## src/rtl/e_cycle_scheduler_pkg.sv

```systemverilog
// e_cycle_scheduler_pkg: shared FSM states and E-period phase constants for the 6800 E-cycle scheduler.
package e_cycle_scheduler_pkg;
  typedef enum logic [1:0] {ST_IDLE, ST_ARMED, ST_ACTIVE, ST_FINISH} state_t;
  localparam int E_PERIOD = 10;
  localparam logic [3:0] PH_VMA = 4'd4;
  localparam logic [3:0] PH_ELOW_LAST = 4'd5;
  localparam logic [3:0] PH_LAST = 4'd9;
  localparam logic [3:0] PH_ARM_LAST = PH_VMA - 4'd1;
  localparam logic [3:0] PH_SYNC_LOAD = 4'd2;
endpackage

```

## src/rtl/e_cycle_scheduler_phase.sv

```systemverilog
// e_phase_gen: E-period phase counter and E generation; with EXT_E_SYNC_EN it locks to an external E instead.
module e_phase_gen
  import e_cycle_scheduler_pkg::*;
(
  input  logic       i_c7m,
  input  logic       i_rst_n,
  input  logic       i_e,
  output logic       o_e,
  output logic [3:0] o_ph,
  output logic       o_synced
);
  logic [3:0] r_ph;
  logic [3:0] w_ph_inc;
  assign w_ph_inc = (r_ph == PH_LAST) ? 4'd0 : r_ph + 4'd1;
  assign o_ph = r_ph;
`ifdef EXT_E_SYNC_EN
  logic r_s1, r_s2, r_s3, r_sync;
  logic w_fall;
  assign w_fall = r_s3 & ~r_s2;
  // The fall is seen two C7M late through the synchronizer, so PH is reloaded at 2, not 0.
  always_ff @(negedge i_c7m or negedge i_rst_n) begin
    if (!i_rst_n) begin
      r_s1 <= 1'b0;
      r_s2 <= 1'b0;
      r_s3 <= 1'b0;
      r_sync <= 1'b0;
      r_ph <= 4'd0;
    end else begin
      r_s1 <= i_e;
      r_s2 <= r_s1;
      r_s3 <= r_s2;
      r_sync <= r_sync | w_fall;
      r_ph <= w_fall ? PH_SYNC_LOAD : (r_sync ? w_ph_inc : 4'd0);
    end
  end
  assign o_synced = r_sync;
  assign o_e = 1'b0;
`else
  logic w_unused_e;
  assign w_unused_e = i_e;
  always_ff @(negedge i_c7m or negedge i_rst_n) begin
    if (!i_rst_n) r_ph <= PH_ELOW_LAST;
    else r_ph <= w_ph_inc;
  end
  assign o_synced = 1'b1;
  assign o_e = r_ph > PH_ELOW_LAST;
`endif
endmodule

```

## src/rtl/e_cycle_scheduler.sv

```systemverilog
// e_cycle_scheduler: round-robin arbiter running whole 6800 E-synchronous bus cycles for NREQ requesters.
// Define EXT_E_SYNC_EN to lock the phase to motherboard E_IN instead of generating E_OUT.
module e_cycle_scheduler
  import e_cycle_scheduler_pkg::*;
#(
  parameter int NREQ = 2,
  parameter int E_PERIOD = 10
) (
  input  logic            C7M,
  input  logic            RESET_n,
  input  logic            E_IN,
  output logic            E_OUT,
  input  logic [NREQ-1:0] REQ,
  input  logic [NREQ-1:0] RW,
  output logic [NREQ-1:0] GNT,
  output logic [NREQ-1:0] DONE,
  output logic            VMA_n,
  output logic            BUS_RW,
  output logic            DLATCH,
  output logic            SYNCED
);
  localparam int IW = (NREQ > 1) ? $clog2(NREQ) : 1;
  if (E_PERIOD != e_cycle_scheduler_pkg::E_PERIOD) begin : g_bad_period
    $error("E_PERIOD must be 10");
  end
  state_t r_state;
  logic [NREQ-1:0] r_gnt, r_done;
  logic [IW-1:0] r_gidx, r_last, w_pick, w_idx;
  logic r_vma_n, r_bus_rw, r_dlatch;
  logic [3:0] w_ph;
  logic w_synced;
  e_phase_gen u_phase (
    .i_c7m   (C7M),
    .i_rst_n (RESET_n),
    .i_e     (E_IN),
    .o_e     (E_OUT),
    .o_ph    (w_ph),
    .o_synced(w_synced)
  );
  // Scan from the farthest index down so the nearest requester after r_last wins.
  always_comb begin
    w_pick = r_last;
    w_idx = '0;
    for (int i = NREQ; i >= 1; i--) begin
      w_idx = IW'((int'(r_last) + i) % NREQ);
      if (REQ[w_idx]) w_pick = w_idx;
    end
  end
  always_ff @(negedge C7M or negedge RESET_n) begin
    if (!RESET_n) begin
      r_state <= ST_IDLE;
      r_gnt <= '0;
      r_done <= '0;
      r_gidx <= '0;
      r_last <= IW'(NREQ - 1);
      r_vma_n <= 1'b1;
      r_bus_rw <= 1'b1;
      r_dlatch <= 1'b0;
    end else begin
      r_done <= '0;
      r_dlatch <= 1'b0;
      case (r_state)
        ST_IDLE:
          if (w_synced && (|REQ) && w_ph <= PH_ARM_LAST) begin
            r_gnt <= NREQ'(1) << w_pick;
            r_gidx <= w_pick;
            r_last <= w_pick;
            r_state <= (w_ph == PH_ARM_LAST) ? ST_ACTIVE : ST_ARMED;
            r_vma_n <= w_ph != PH_ARM_LAST;
            r_bus_rw <= (w_ph == PH_ARM_LAST) ? RW[w_pick] : 1'b1;
          end
        ST_ARMED:
          if (!REQ[r_gidx]) begin
            r_state <= ST_IDLE;
            r_gnt <= '0;
          end else if (w_ph == PH_ARM_LAST) begin
            r_state <= ST_ACTIVE;
            r_vma_n <= 1'b0;
            r_bus_rw <= RW[r_gidx];
          end
        ST_ACTIVE: begin
          r_dlatch <= w_ph == PH_LAST - 4'd1;
          if (w_ph == PH_LAST) begin
            r_state <= ST_FINISH;
            r_vma_n <= 1'b1;
            r_bus_rw <= 1'b1;
            r_done[r_gidx] <= 1'b1;
            r_gnt <= '0;
          end
        end
        default: r_state <= ST_IDLE;
      endcase
    end
  end
  assign GNT = r_gnt;
  assign DONE = r_done;
  assign VMA_n = r_vma_n;
  assign BUS_RW = r_bus_rw;
  assign DLATCH = r_dlatch;
  assign SYNCED = w_synced;
endmodule

```

## config.mk

```make
export PLATFORM = sky130hd
export DESIGN_NAME = e_cycle_scheduler
export DESIGN_NICKNAME = d
export VERILOG_FILES = /design/src/rtl/e_cycle_scheduler_pkg.sv /design/src/rtl/e_cycle_scheduler_phase.sv /design/src/rtl/e_cycle_scheduler.sv
export SDC_FILE = /design/constraint.sdc
export NUM_CORES = 1
export LEC_CHECK = 0
export BUFFER_PORTS_ARGS = -buffer_cell sky130_fd_sc_hd__buf_2
export CAP_MARGIN = 20
export CORE_UTILIZATION = 55
export DETAILED_ROUTE_END_ITERATION = 8
export HOLD_SLACK_MARGIN = 0.03
export PLACE_DENSITY_LB_ADDON = 0.25
export SYNTH_ARGS = -nofsm -noshare
export SYNTH_HDL_FRONTEND = slang
export SYNTH_HIERARCHICAL = 1
export SYNTH_SLANG_ARGS = --single-unit
export TNS_END_PERCENT = 30
```

## constraint.sdc

```tcl
create_clock -name C7M -period 3.8 [get_ports C7M]
set_input_delay 0.38 -clock C7M [delete_from_list [all_inputs] [get_ports C7M]]
set_output_delay 0.38 -clock C7M [all_outputs]
set_load 0.02 [all_outputs]
```

==> results of run 1 <==
-- worst max-delay path by stage --
stage | startpoint | end | slack, ns | cells past startpoint
finish | u_phase/o_ph[2] | E_OUT | 0.27 | 2
global route | u_phase/o_ph[2] | E_OUT | 0.22 | 2
CTS | u_phase/o_ph[2] | E_OUT | 0.26 | 2
detailed placement | REQ[1] | GNT[0] | 0.23 | 5
global placement | REQ[1] | GNT[0] | 0.27 | 5
floorplan | REQ[1] | GNT[0] | 0.52 | 4
-- state kept, by name, indices dropped and copies added (netlist names) --
signal	count
u_phase/o_ph	4
DLATCH	1
r_last	1
BUS_RW	1
r_gidx	1
r_state	2
DONE	2
VMA_n	1
GNT	2
-- stage by stage --
stage | instance area [sq um] | hold slack [ns] | util (%) | worst slack [ns] | power (mW)
finish | 1010 | 0.433 | 67.3 | 0.269 | 0.711
global route | 1010 | 0.460 | 67.3 | 0.215 | 0.764
CTS | 1010 | 0.441 | 67.3 | 0.262 | 0.712
detailed placement | 972 | 0.440 | 64.5 | 0.230 | 0.605
global placement | 972 | 0.432 | 64.5 | 0.273 | 0.594
floorplan | 895 | 0.404 | - | 0.520 | 0.527
-- worst max-delay path, delay by kind of cell (launching register included) --
kind / cells / cell delay (ns)
compound gates: 1 / 0.14
flops: 1 / 0.61
buf+inv: 1 / 0.15
-- cell families (layout without fill, tap and decap cells) --
family / after synthesis / in the layout / synth area share, %
multiplexers: 10 / 10 / 13.4
other: 1 / 1 / 0.419
buffers and inverters: 8 / 27 / 3.78
AO/OA/AOI/OAI: 15 / 15 / 12.3
adder cells (fa/ha/maj): 4 / 4 / 5.59
AND/OR/NAND/NOR: 30 / 30 / 20.8
XOR/XNOR: 1 / 1 / 0.979
flip-flops: 15 / 15 / 42.7
-- cell usage in the layout (no fill, tap or decap), types with 2 or more instances in the layout --
master,n
a21oi_1,4
a32o_1,2
buf_2,13
clkbuf_4,3
dfrtn_1,10
dfstp_2,5
ha_1,4
inv_1,10
mux2_1,3
mux2_2,5
mux2_4,2
nand2_1,5
nand3_1,4
nor2_1,8
nor3_1,3
o21ai_0,3
-- layer usage --
layer / wire [microns] / track usage [%] / part of all wire (%) / vias to the layer above
met5: 0 / 0 / 0 / -
met1: 761 / 25.3 / 49 / 322
met4: 25 / 5.63 / 1.6 / 0
met3: 72 / 4.31 / 4.7 / 4
li1: - / - / - / 336
met2: 689 / 30.8 / 45 / 18
-- cell type report --
class	count	area share, %
Multi-Input combinational cell	61	47.3
Tap cell	16	1.98
Inverter	5	1.85
Sequential cell	15	37.7
Timing Repair Buffer	13	6.42
Clock inverter	6	2.59
Clock buffer	3	2.22
-- power by group --
group	switching [mW]	leakage [nW]	internal, mW
sequential	0.0329	0.178	0.221
clock	0.0716	0.0406	0.0469
combinational	0.180	0.265	0.158
==> results_dict.tcl, run 1 <==
set metrics [dict create \
    grt_max_degree 16 \
    drtPass1Iterations 4 \
    arrival_ns 3.15 \
    rr_worst_depth 4 \
    viasPerCell 5.71 \
    ctsRootBufferMaster "clkbuf_4" \
    critPathMaxStageDelay_ns 0.61 \
    cts_htree_levels 1 \
    tns_ns 0 \
    cts_tree "yes" \
    cts_buffers 3 \
    seqCellArea_sq_um 382 \
    multi_input_area_sq_um 479 \
    synth_most_common_cell "dfrtn_1" \
    dp_hpwl_mm 1.20 \
    outcome "completed" \
    synth_top_cells_by_count "dfrtn_1, nor2_1, inv_1" \
    die_width_microns 42.3 \
    r2r-start "u_phase/o_ph[0]" \
    min_path_type "register to register" \
    boundaryPins 16 \
    insertedDiodeCount 0 \
    dieArea_sq_um 1790 \
    nets 115 \
    synthArstFlopShare_pct 100 \
    end_kind "primary output" \
    clock-sinks 15 \
    whs_path_depth 1 \
    yosysSeqAreaShare_pct 42.7 \
    drtIter0Drc 15 \
    ys_ff_latch 15 \
    drive_gt1_share_pct 34.0 \
    cts_hold_buf 0 \
    grt.total_usage_pct 19.0 \
    worst-path-max-fanout 10 \
    antenna_found_initial 0 \
    avgSynthCellArea_sq_um 10.7 \
    path_class "register to primary output" \
    path_clk_slew_ns 0.07 \
    grt_remaining_overflow 0 \
    die_h_microns 42.3 \
    rsz0062_at_grt "no" \
    ys.flop_type "dfrtn_1" \
    crit_slowest_cell "dfstp_2" \
    dp_cells 112 \
    yosys_warnings 6 \
    synth_fp_nets 95 \
    rrSetupSlack_ns 2.07 \
    max-clock-path-buffers 2 \
    yosysTopAreaCellShare_pct 28.0 \
    grt_pass1_wl_mm 2.62 \
    slew_viol_final 0 \
    crit_required_ns 3.42 \
    skew_ns 0.0716 \
    rows 14 \
    hold_end "GNT[1]" \
    io_buffer_count 13 \
    fin_cells 119 \
    setup_violations 0 \
    p_per_area_nw_per_um2 701 \
    synth_top_area_cell "dfrtn_1" \
    netlist_instances 84 \
    place_congestion 0.858 \
    worstSkewPairLatency_ns 0.36 \
    grt_pass1_vias 632 \
    report.final.hold_viol_count 0 \
    vdd_ir_drop_max_mv 0.382 \
    vias 680 \
    drtAntennaViolNets 0 \
    start_kind "register" \
    wirelength_mm 1.55 \
    cts_resized 0 \
    synth_edf_count 0 \
    drc_errors 0 \
    area_delta_synth_final_pct 13.3 \
    synth_area_leaders "dfrtn_1, dfstp_2, mux2_2" \
    reg2reg_to "GNT[0]" \
    initial_core_util_pct 59.4 \
    synth.distinct_cells 33 \
    synth_area_sq_um 895 \
    hold_start "GNT[1]" \
    post_drt_wl_per_cell_microns 13.0 \
    core_sq_um 1510 \
    cap_violations 0 \
    leakage_nw 0.484 \
    postCtsSetupBuffers 0 \
    n_fill_cell 117 \
    crit_chain "a21o_2 > buf_2" \
]
(Power assumes the default switching activity.)
==> run 2: changes to the inputs <==
--- a/config.mk
+++ b/config.mk
@@ -7,7 +7,8 @@
 export LEC_CHECK = 0
 export BUFFER_PORTS_ARGS = -buffer_cell sky130_fd_sc_hd__buf_2
 export CAP_MARGIN = 20
-export CORE_UTILIZATION = 55
+export CORE_MARGIN = 2
+export CORE_UTILIZATION = 50
 export DETAILED_ROUTE_END_ITERATION = 8
 export HOLD_SLACK_MARGIN = 0.03
 export PLACE_DENSITY_LB_ADDON = 0.25
==> run 2 against run 1 <==
Effect of this change:
- flip-flop and latch count did not move
- count of clock-buffer cells in the layout grew 1
- worst setup slack better by 0.013 ns
- critical endpoint unchanged
- combinational power fell by 1%
- critical path depth unchanged
- global-route usage decreased by 1.7 points
- highest routed layer unchanged
==> results_dict.tcl, run 2 (same netlist as run 1, synthesis figures left out) <==
set metrics [dict create \
    worst-path-max-fanout 10 \
    io_buffer_count 13 \
    cts_hold_buf 0 \
    grt_remaining_overflow 0 \
    crit_path_start "u_phase/o_ph[2]" \
    start_kind "register" \
    core_sq_um 1710 \
    hold_slack_ns 0.433 \
    cts_buffers 3 \
    clock-sinks 15 \
    p_per_area_nw_per_um2 678 \
    outcome "completed" \
    drive_gt1_share_pct 33.0 \
    fin_util_pct 59.8 \
    worst_slack_ns 0.282 \
    area_delta_synth_final_pct 14.1 \
    drtPass1Iterations 3 \
    grt_pass1_wl_mm 2.55 \
    antenna_found_initial 0 \
    report.final.hold_viol_count 0 \
    max-clock-path-buffers 2 \
    drtAntennaViolNets 0 \
    internal_power_mw 0.426 \
    ctsRootBufferMaster "clkbuf_4" \
    drc_errors 0 \
    slew_viol_final 0 \
    worstSkewPairLatency_ns 0.34 \
    setup_violations 0 \
    crit_required_ns 3.42 \
    drtIter0Drc 6 \
    cts_htree_levels 1 \
    skew_ns 0.0617 \
    wirelength_mm 1.46 \
    nets 115 \
    min_path_type "register to register" \
    critPathTopFamily "flip-flops" \
    hold_start "GNT[1]" \
    fin_cells 128 \
    grt.total_usage_pct 17.2 \
    final_cell_mix "buf_2, dfrtn_1, inv_1" \
    arrival_ns 3.14 \
    switching_share_pct 38.5 \
    dpl_worst_slack_ns 0.266 \
    largest_reg_flops 4 \
    insertedDiodeCount 0 \
    p_clk_share_pct 15.2 \
    n_fill_cell 153 \
    vias 652 \
    dp_hpwl_mm 1.15 \
    cts_tree "yes" \
    post_drt_wl_per_cell_microns 11.4 \
    die_width_microns 46.3 \
    path_clk_slew_ns 0.06 \
    pwr-share-seq_pct 36.5 \
    rows 15 \
    power_switching_mw 0.266 \
    viasPerCell 5.09 \
    vdd_ir_drop_max_mv 0.467 \
    crit_slowest_cell "dfstp_2" \
    initial_core_util_pct 52.4 \
    grt_max_degree 16 \
    place_congestion 0.842 \
    layout_commonest_cell "buf_2" \
    cts_resized 0 \
    grt_pass1_vias 585 \
    crit_chain "a21o_2 > buf_2" \
    cap_violations 0 \
    combPwrFrac_pct 48.3 \
    critPathMaxStageDelay_ns 0.62 \
    tns_ns 0 \
    dp_cells 121 \
    rsz0062_at_grt "no" \
    path_class "register to primary output" \
    end_kind "primary output" \
    r2r-start "u_phase/o_ph[0]" \
    die_h_microns 46.3 \
    critPathBufInv 1 \
    leakage_nw 0.485 \
    boundaryPins 16 \
    dieArea_sq_um 2140 \
    postCtsSetupBuffers 0 \
]
run 2: path summary, 6_finish.rpt:
check                           depth (start not counted)    endpoint  slack [ns]
worst min-delay path                                    1      GNT[1]        0.43
max in group asynchronous                               1       VMA_n        1.67
worst min register to register                          1      GNT[1]        0.43
worst max-delay path                                    2       E_OUT        0.28
worst max register to register                          4      GNT[0]        2.10
min in group asynchronous                               1  r_state[1]        1.77
run 2: stage by stage:
step	power (mW)	cell area [sq um]
detailed placement	0.600	983
finish	0.693	1020
CTS	0.700	1020
global route	0.760	1020
floorplan	0.527	895
global placement	0.594	983
run 2: final cells by class:
class	instances	area [sq um]	area share, %
Clock buffer	4	26.3	2.57
Clock inverter	5	18.8	1.84
Multi-Input combinational cell	61	479	46.9
Sequential cell	15	382	37.4
Tap cell	25	31.3	3.06
Timing Repair Buffer	13	65.1	6.37
Inverter	5	18.8	1.84
run 2: metal layers:
layer | vias up | share of wire, % | track usage [%]
met4 | 0 | 1.5 | 7.43
met1 | 297 | 49 | 23.4
li1 | 337 | - | -
met2 | 14 | 45 | 23.3
met5 | - | 0 | 0
met3 | 4 | 3.5 | 7.84
run 2: power groups by stage:
stage | Clock, mW | Sequential [mW] | Combinational (mW)
CTS | 0.112 | 0.253 | 0.335
global placement | 0.0115 | 0.252 | 0.330
floorplan | 0.0115 | 0.281 | 0.235
global route | 0.126 | 0.260 | 0.375
detailed placement | 0.0115 | 0.256 | 0.333
finish | 0.105 | 0.253 | 0.334
